<file path="config.mk">
export PLATFORM = sky130hd
export DESIGN_NAME = hazard_ctrl
export DESIGN_NICKNAME = d
export VERILOG_FILES = /design/src/rtl/core_pkg.sv /design/src/rtl/sat_counter.sv /design/src/rtl/hazard_ctrl.sv
export SDC_FILE = /design/constraint.sdc
export NUM_CORES = 1
export LEC_CHECK = 0
export CAP_MARGIN = 20
export CORE_ASPECT_RATIO = 1.1
export CORE_UTILIZATION = 44
export DETAILED_ROUTE_END_ITERATION = 7
export GPL_TIMING_DRIVEN = 1
export PLACE_DENSITY = 0.92
export SYNTH_ARGS = -nofsm -noshare
export SYNTH_HDL_FRONTEND = slang
export SYNTH_SLANG_ARGS = --single-unit
</file>
<file path="constraint.sdc">
create_clock -name clock -period 4.81 [get_ports clock]
set_input_delay 0.962 -clock clock [delete_from_list [all_inputs] [get_ports clock]]
set_output_delay 0.962 -clock clock [all_outputs]
set_load 0.02 [all_outputs]
</file>
<file path="src/rtl/core_pkg.sv">
// Shared RV32I core definitions: opcodes, bubble encoding,
// decode-stage controller states and the IF/ID bundle.
package core_pkg;

    localparam logic [6:0] OP_LOAD   = 7'b0000011;
    localparam logic [6:0] OP_SYSTEM = 7'b1110011;
    localparam logic [6:0] OP_BRANCH = 7'b1100011;
    localparam logic [6:0] OP_JAL    = 7'b1101111;
    localparam logic [6:0] OP_JALR   = 7'b1100111;

    localparam logic [31:0] NOP_INST = 32'h00000013;

    typedef enum logic {
        RUN,
        HALT
    } state_t;

    typedef struct packed {
        logic        valid;
        logic [31:0] pc;
        logic [31:0] inst;
    } if_id_t;

endpackage

</file>
<file path="src/rtl/sat_counter.sv">
// Saturating up-counter for performance debug; sticks at all-ones,
// cleared only by the asynchronous reset.
module sat_counter #(
    parameter int W = 16
) (
    input  logic         clock,
    input  logic         reset_n,
    input  logic         inc,
    output logic [W-1:0] count
);

    always_ff @(posedge clock or negedge reset_n) begin
        if (!reset_n) begin
            count <= '0;
        end else if (inc && (count != '1)) begin
            count <= count + 1'b1;
        end
    end

endmodule

</file>
<file path="src/rtl/hazard_ctrl.sv">
// Decode-stage sequencing: owns IF/ID, resolves load-use stalls,
// redirect flushes and ECALL halt, and tracks stall/flush counts.
module hazard_ctrl
    import core_pkg::*;
#(
    parameter logic [31:0] NOP_INST = core_pkg::NOP_INST,
    parameter int          CNT_W    = 16
) (
    input  logic             clock,
    input  logic             reset_n,
    input  logic             f_valid,
    input  logic [31:0]      f_pc,
    input  logic [31:0]      f_inst,
    output logic             f_ready,
    output logic             d_valid,
    output logic [31:0]      d_pc,
    output logic [31:0]      d_inst,
    input  logic [6:0]       d_opcode,
    input  logic [4:0]       d_rs1,
    input  logic [4:0]       d_rs2,
    input  logic             x_valid,
    input  logic [4:0]       x_rd,
    input  logic             x_is_load,
    input  logic             x_redirect,
    output logic             issue_valid,
    output logic             halted,
    output logic [CNT_W-1:0] stall_cnt,
    output logic [CNT_W-1:0] flush_cnt
);

    state_t state, state_nxt;
    if_id_t ifid, ifid_nxt;

    logic load_use;
    logic redirect;
    logic is_ecall;
    logic stall_inc;
    logic flush_inc;

    assign load_use = ifid.valid & x_valid & x_is_load
                    & (x_rd != 5'd0)
                    & ((x_rd == d_rs1) | (x_rd == d_rs2));
    assign redirect = x_valid & x_redirect;
    assign is_ecall = ifid.valid & (d_opcode == OP_SYSTEM);

    always_comb begin
        state_nxt   = state;
        ifid_nxt    = ifid;
        f_ready     = 1'b1;
        issue_valid = 1'b0;
        stall_inc   = 1'b0;
        flush_inc   = 1'b0;
        unique case (state)
            RUN: begin
                if (redirect) begin
                    ifid_nxt.valid = 1'b0;
                    ifid_nxt.pc    = 32'h0;
                    ifid_nxt.inst  = NOP_INST;
                    flush_inc      = 1'b1;
                end else if (load_use) begin
                    f_ready   = 1'b0;
                    stall_inc = 1'b1;
                end else begin
                    issue_valid = ifid.valid;
                    if (is_ecall) begin
                        // ECALL issues; the word fetched alongside is dropped
                        state_nxt      = HALT;
                        ifid_nxt.valid = 1'b0;
                        ifid_nxt.inst  = NOP_INST;
                    end else begin
                        ifid_nxt.valid = f_valid;
                        ifid_nxt.pc    = f_pc;
                        ifid_nxt.inst  = f_valid ? f_inst : NOP_INST;
                    end
                end
            end
            HALT: begin
                f_ready        = 1'b0;
                ifid_nxt.valid = 1'b0;
            end
            default: begin
                state_nxt = RUN;
            end
        endcase
    end

    always_ff @(posedge clock or negedge reset_n) begin
        if (!reset_n) begin
            state      <= RUN;
            ifid.valid <= 1'b0;
            ifid.pc    <= 32'h0;
            ifid.inst  <= NOP_INST;
        end else begin
            state <= state_nxt;
            ifid  <= ifid_nxt;
        end
    end

    assign d_valid = ifid.valid;
    assign d_pc    = ifid.pc;
    assign d_inst  = ifid.inst;
    assign halted  = (state == HALT);

    sat_counter #(.W(CNT_W)) u_stall_cnt (
        .clock   (clock),
        .reset_n (reset_n),
        .inc     (stall_inc),
        .count   (stall_cnt)
    );

    sat_counter #(.W(CNT_W)) u_flush_cnt (
        .clock   (clock),
        .reset_n (reset_n),
        .inc     (flush_inc),
        .count   (flush_cnt)
    );

endmodule

</file>
Word-level counts from Yosys, hierarchy flattened:

Cells that the tools add are included.

* flip-flop bits (word level): 98
* bits of input ports: 92
* output and inout bits: 100

* add/subtract/negate cells: 2
* eq/ne operators: 8
* muxes and demuxes: 22
* bitwise operators: 8
* reduce and logical (&&, ||, !) cells: 5

Operators by type and width (count)
* $mux 65: 2
* $mux 32: 3
* $add 16x1->16 const B: 2
* $ne 16x16->1 const B: 2
* $mux 1: 15
* $eq 5x5->1: 2
* $eq 7x7->1 const B: 1
* $and 1x1->1: 6
* $reduce_bool 5->1: 1
* $pmux 1 s2: 2
* $ne 3x3->1 const B: 1
* $reduce_and 3->1: 1
* $logic_and 1x1->1: 2
* $ne 2x1->1 const B: 1
* $ne 2x2->1 const B: 1
* $reduce_and 2->1: 1
* $not 1->1: 1
* $or 1x1->1: 1

Depth between registers and ports, before layout:

* depth in word-level cells: 8
* mapped depth: 8
* mapped depth without buffers: 7

By module:

Synthesis repeated with hierarchy kept, for this count alone.

* cells, all modules: 339
* area, all modules: 4398.0 um^2

Modules (own cells, without submodules)
* hazard_ctrl: times used 1, cells an instance 195, area each 2678.8 um^2, seq. area each 1655.3 um^2
* sat_counter: times used 2, cells an instance 72, area each 859.6 um^2, seq. area each 400.4 um^2

Worst setup path before layout:

Ideal clock, no wire load.

* path type: input -> output
* start point: in x_rd[1]
* end point: out f_ready
* arrival time: 2369 ps
* required time: 3848 ps
* slack: 1479 ps
* stages on the path: 6
* buffers on the path: 1
* path through: or4_4 o2111ai_4 nor2_4 a21o_1 buf_2 inv_1

* cells in the longest elaborated chain, start to end: 6
* elaborated cells on any way between the ends: 9
* classes of those cells: 2 x eq/ne; 3 x mux; 3 x bitwise; 1 x reduce/logical

Ends and longest elaborated chain
* from (decl): line hazard_ctrl.sv:22 `input logic [4:0] x_rd,`
* $eq 5x5->1 / $reduce_bool 5->1 (equally long branches): line hazard_ctrl.sv:42, hazard_ctrl.sv:41
* $or 1x1->1 / $and 1x1->1 (equally long branches): line hazard_ctrl.sv:42, hazard_ctrl.sv:41
* $and 1x1->1 (*): line hazard_ctrl.sv:42 `& ((x_rd == d_rs1) | (x_rd == d_rs2));`
* $mux 1 (*): line hazard_ctrl.sv:60 `end else if (load_use) begin`
* $mux 1 (*): line hazard_ctrl.sv:55 `if (redirect) begin`
* $pmux 1 s2 (*): line hazard_ctrl.sv:53 `unique case (state)`
* to (decl): line hazard_ctrl.sv:14 `output logic f_ready,`

Mark *: on every way between the ends. The rest lies on a longest branch, timed or not.

Worst setup path after layout:

Ends and elaborated chain as after synthesis.

==> run_results.csv <==
group,metric,value,unit
synth,synthesis.nets,415,
finish,nets,606,
synth,yosys_register_bits,98,
setup_path,cp_max_fo,19,
setup_path,ff2ff_path_depth,5,
finish,nFillCells,636,
cts,cts_resized,0,
detailed_routing,met3_length,846,um
die,pin_count,192,
timing,tightest_slew,0.9908,ns
die,die_w,94.43,um
timing,finalMaxSlewViolations,0,
die,die_h,103.7,um
synth,netlist_instances,321,
synth,ys.flop_type,"dfrtp_1",
cts,htree_levels,3,
setup_path,critical_path_class,"primary input to primary output",
timing,fmax,230.0,MHz
grt,grt_pass1_vias,3458,
finish,final-seq-area,2456,um^2
detailed_routing,met1_length,4.335,mm
detailed_routing,ant_nets,0,
cts,cts_root_buf,"clkbuf_8",
die,num_rows,36,
detailed_routing,routed_wl,11.25,mm
finish,area_delta_synth_final,53.43,%
synth,synth_top_cell_by_area,"dfrtp_1",
detailed_routing,met2_length,5.850,mm
setup_path,required,3.85,ns
timing,timing.final.crit_period,4.348,ns
synth,yosys-top-cells-area,"dfrtp_1, a22o_1, xnor2_1, xor2_1, nand4_1",
synth,syn-cell-area,4135,um^2
detailed_routing,top_layer_used,"met4",
grt,grt_pass1_wl,17.67,mm
detailed_routing,drc,0,
synth,synth_adder_area_share,0.006051,
setup_path,crit_arrival,3.39,ns
synth,synth_xor_area_frac,0.08472,
detailed_routing,vias,3448,
synth,yosys.area_share.simple,0.1207,
finish,multi_input_area,1554,um^2
setup_path,slowest_stage,"clkdlybuf4s50_1",
timing,final-setup-viol-count,0,
power_and_ir_drop,p_leak,2.675,nW
timing,fin_skew,0.005187,ns
cts,clk_latency,0.36,ns
cts,tritoncts,"built",
cts,clockBufferDepth,2,
placed_design,port_buffers,191,
power_and_ir_drop,vdd_ir_drop_max,192.9,uV
grt,grt_start_max_net_pins,51,
finish,diodes,0,
synth,synth_top_family_by_area,"compound AO/OA/AOI/OAI gates",
die,core,9009,um^2
cts,cts_sinks,98,
grt,grt_use_total,0.2366,
timing,fin_tns_setup,0,ns
synth,synthMuxAreaShare,0.005446,
cts,cts-hold-fix-buffers,0,
synth,postSynthAreaPerCell,12.88,um^2
detailed_routing,via_per_inst,5.464,
die,initial_core_util,0.4590,
cts,post_cts_buffers,0,
die,fp.dieArea,9790,um^2
synth,yosysUniqueCellTypes,35,
power_and_ir_drop,power.density,324.8,nW/um^2
synth,synth_edf_count,0,
timing,finalCritPeriodShare,0.9039,
placed_design,dp_slack,0.4607,ns
timing,rsz0062_at_grt,"no",
hold_path,holdPathStages,1,
placed_design,dp.cells,615,
job,cap_violations,0,
hold_path,hp-class,"register to register",
setup_path,crit_top_cell,"clkdlybuf4s50_1",
synth,ys_seq_area_frac,0.5939,
cts,numCtsBuffers,9,
placed_design,place_congestion,0.7994,
status,status,"finished, final reports clean",
placed_design,post-dp-hpwl,8.242,mm
cts,clkTransAtPathRegs,0.09,ns
timing,timing.final.ws_setup,0.4622,ns
grt,antenna_found_initial,0,
detailed_routing,drt-pass1-iter-count,4,
finish,stdcell_count,631,
synth,synth_compound_area_frac,0.1589,
setup_path,path_cells,"clkdlybuf4s50_1 -> or4_4 -> o2111ai_4 -> nor2_4 -> a21o_1 -> inv_1 -> clkdlybuf4s50_1",
setup_path,slowest_delay,0.62,ns
detailed_routing,wl_per_cell,17.83,um
detailed_routing,drtIter0Drc,114,
finish,drive_gt1_frac,0.06576,
timing,slew_headroom,0.3395,
synth,post-synth-top-area-fraction,0.5749,
timing,hold_viol,0,
synth,ys_warn_count,0,
setup_path,start_kind,"primary input",
setup_path,end_kind,"primary output",
finish,fin_util,0.7043,
grt,grt_overflow,0,
synth,synth_async_sr_flop_share,1.000,
## critical path, delay by kind of cell
family,cells,cell delay (ns)
buffers and inverters,3,1.22
AOI/OAI and AO/OA,2,0.47
and+or+nand+nor,2,0.73
## routing by layer
metal | vias to the layer above | GRT usage
met1 | 1702 | 0.2792
met4 | 0 | 0.09231
li1 | 1578 | -
met2 | 151 | 0.4084
met3 | 17 | 0.05653
met5 | - | 0
## area by class of cell
cell class              instances  area share
inverters                       5    0.002958
clock inverters                 6     0.01400
clock buffers                  10     0.02169
multi-input cells             202      0.2449
well taps                     114     0.02248
flip-flops and latches         98      0.3871
repair buffers                196      0.3068
## cells in the final DEF (no fill, tap or decap), types with 2 or more instances in the layout
| cell | count |
|---|---|
| dfstp_2 | 3 |
| ha_1 | 2 |
| nor4_4 | 2 |
| and4_1 | 5 |
| xnor2_1 | 28 |
| nand4b_1 | 2 |
| dfrtp_1 | 95 |
| inv_1 | 5 |
| xor2_1 | 12 |
| a22o_1 | 61 |
| o21ai_0 | 3 |
| nand2_1 | 17 |
| clkbuf_8 | 10 |
| buf_4 | 6 |
| nor4_1 | 2 |
| nand3_1 | 14 |
| a21o_1 | 2 |
| bufinv_16 | 2 |
| nor2_1 | 8 |
| nor3_1 | 7 |
| a2bb2oi_1 | 3 |
| nand4_1 | 15 |
| clkdlybuf4s50_1 | 190 |
| and3_1 | 5 |
| mux2_2 | 2 |
| clkinvlp_4 | 2 |
| and2_1 | 2 |
## sequential cells by signal (all words and copies together) (netlist names)
register / count
d_inst: 32
u_stall_cnt.count: 16
halted: 1
u_flush_cnt.count: 16
d_valid: 1
d_pc: 32
## power by group
part / switching [mW] / total, mW / internal, mW
combinational: 0.237 / 0.506 / 0.268
sequential: 0.0710 / 0.968 / 0.897
clock: 0.280 / 0.587 / 0.308
## final timing paths
kind                                        from               endpoint  slack, ns
max                                      x_rd[1]                f_ready       0.46
min                        u_stall_cnt.count[15]  u_stall_cnt.count[15]       0.50
max reg2reg                              d_valid               d_pc[14]       2.38
min reg2reg                u_stall_cnt.count[15]  u_stall_cnt.count[15]       0.50
max in group asynchronous                reset_n             d_inst[30]       3.14
min in group asynchronous                reset_n   u_flush_cnt.count[7]       0.61
## cells by family after synthesis
family | count (synthesis)
DFF | 98
and+or+nand+nor | 84
AOI/OAI and AO/OA | 74
xor gates and xnor gates | 40
buffers and inverters | 21
muxes | 2
adders and majority gates | 2
## per-stage QoR
step | hold slack (ns) | cell area [um^2] | total power [mW]
after floorplan | 0.5353 | 4135 | 1.203
after global placement | 0.4805 | 6118 | 1.471
after detailed placement | 0.4824 | 6118 | 1.490
after CTS | 0.4999 | 6345 | 2.079
after global routing | 0.5163 | 6345 | 2.155
final | 0.4961 | 6345 | 2.061
## cells in the mapped netlist (3+ instances only)
library cell	n
nand4_1	15
inv_1	5
a2bb2oi_1	3
xor2_1	12
a22o_1	61
and4_1	5
dfstp_2	3
clkbuf_1	9
xnor2_1	28
and3_1	5
nand2_1	17
o21ai_0	3
buf_6	6
dfrtp_1	95
nor3_1	7
nand3_1	14
nor2_1	8
Note: power is estimated with default switching activity, not from simulation.
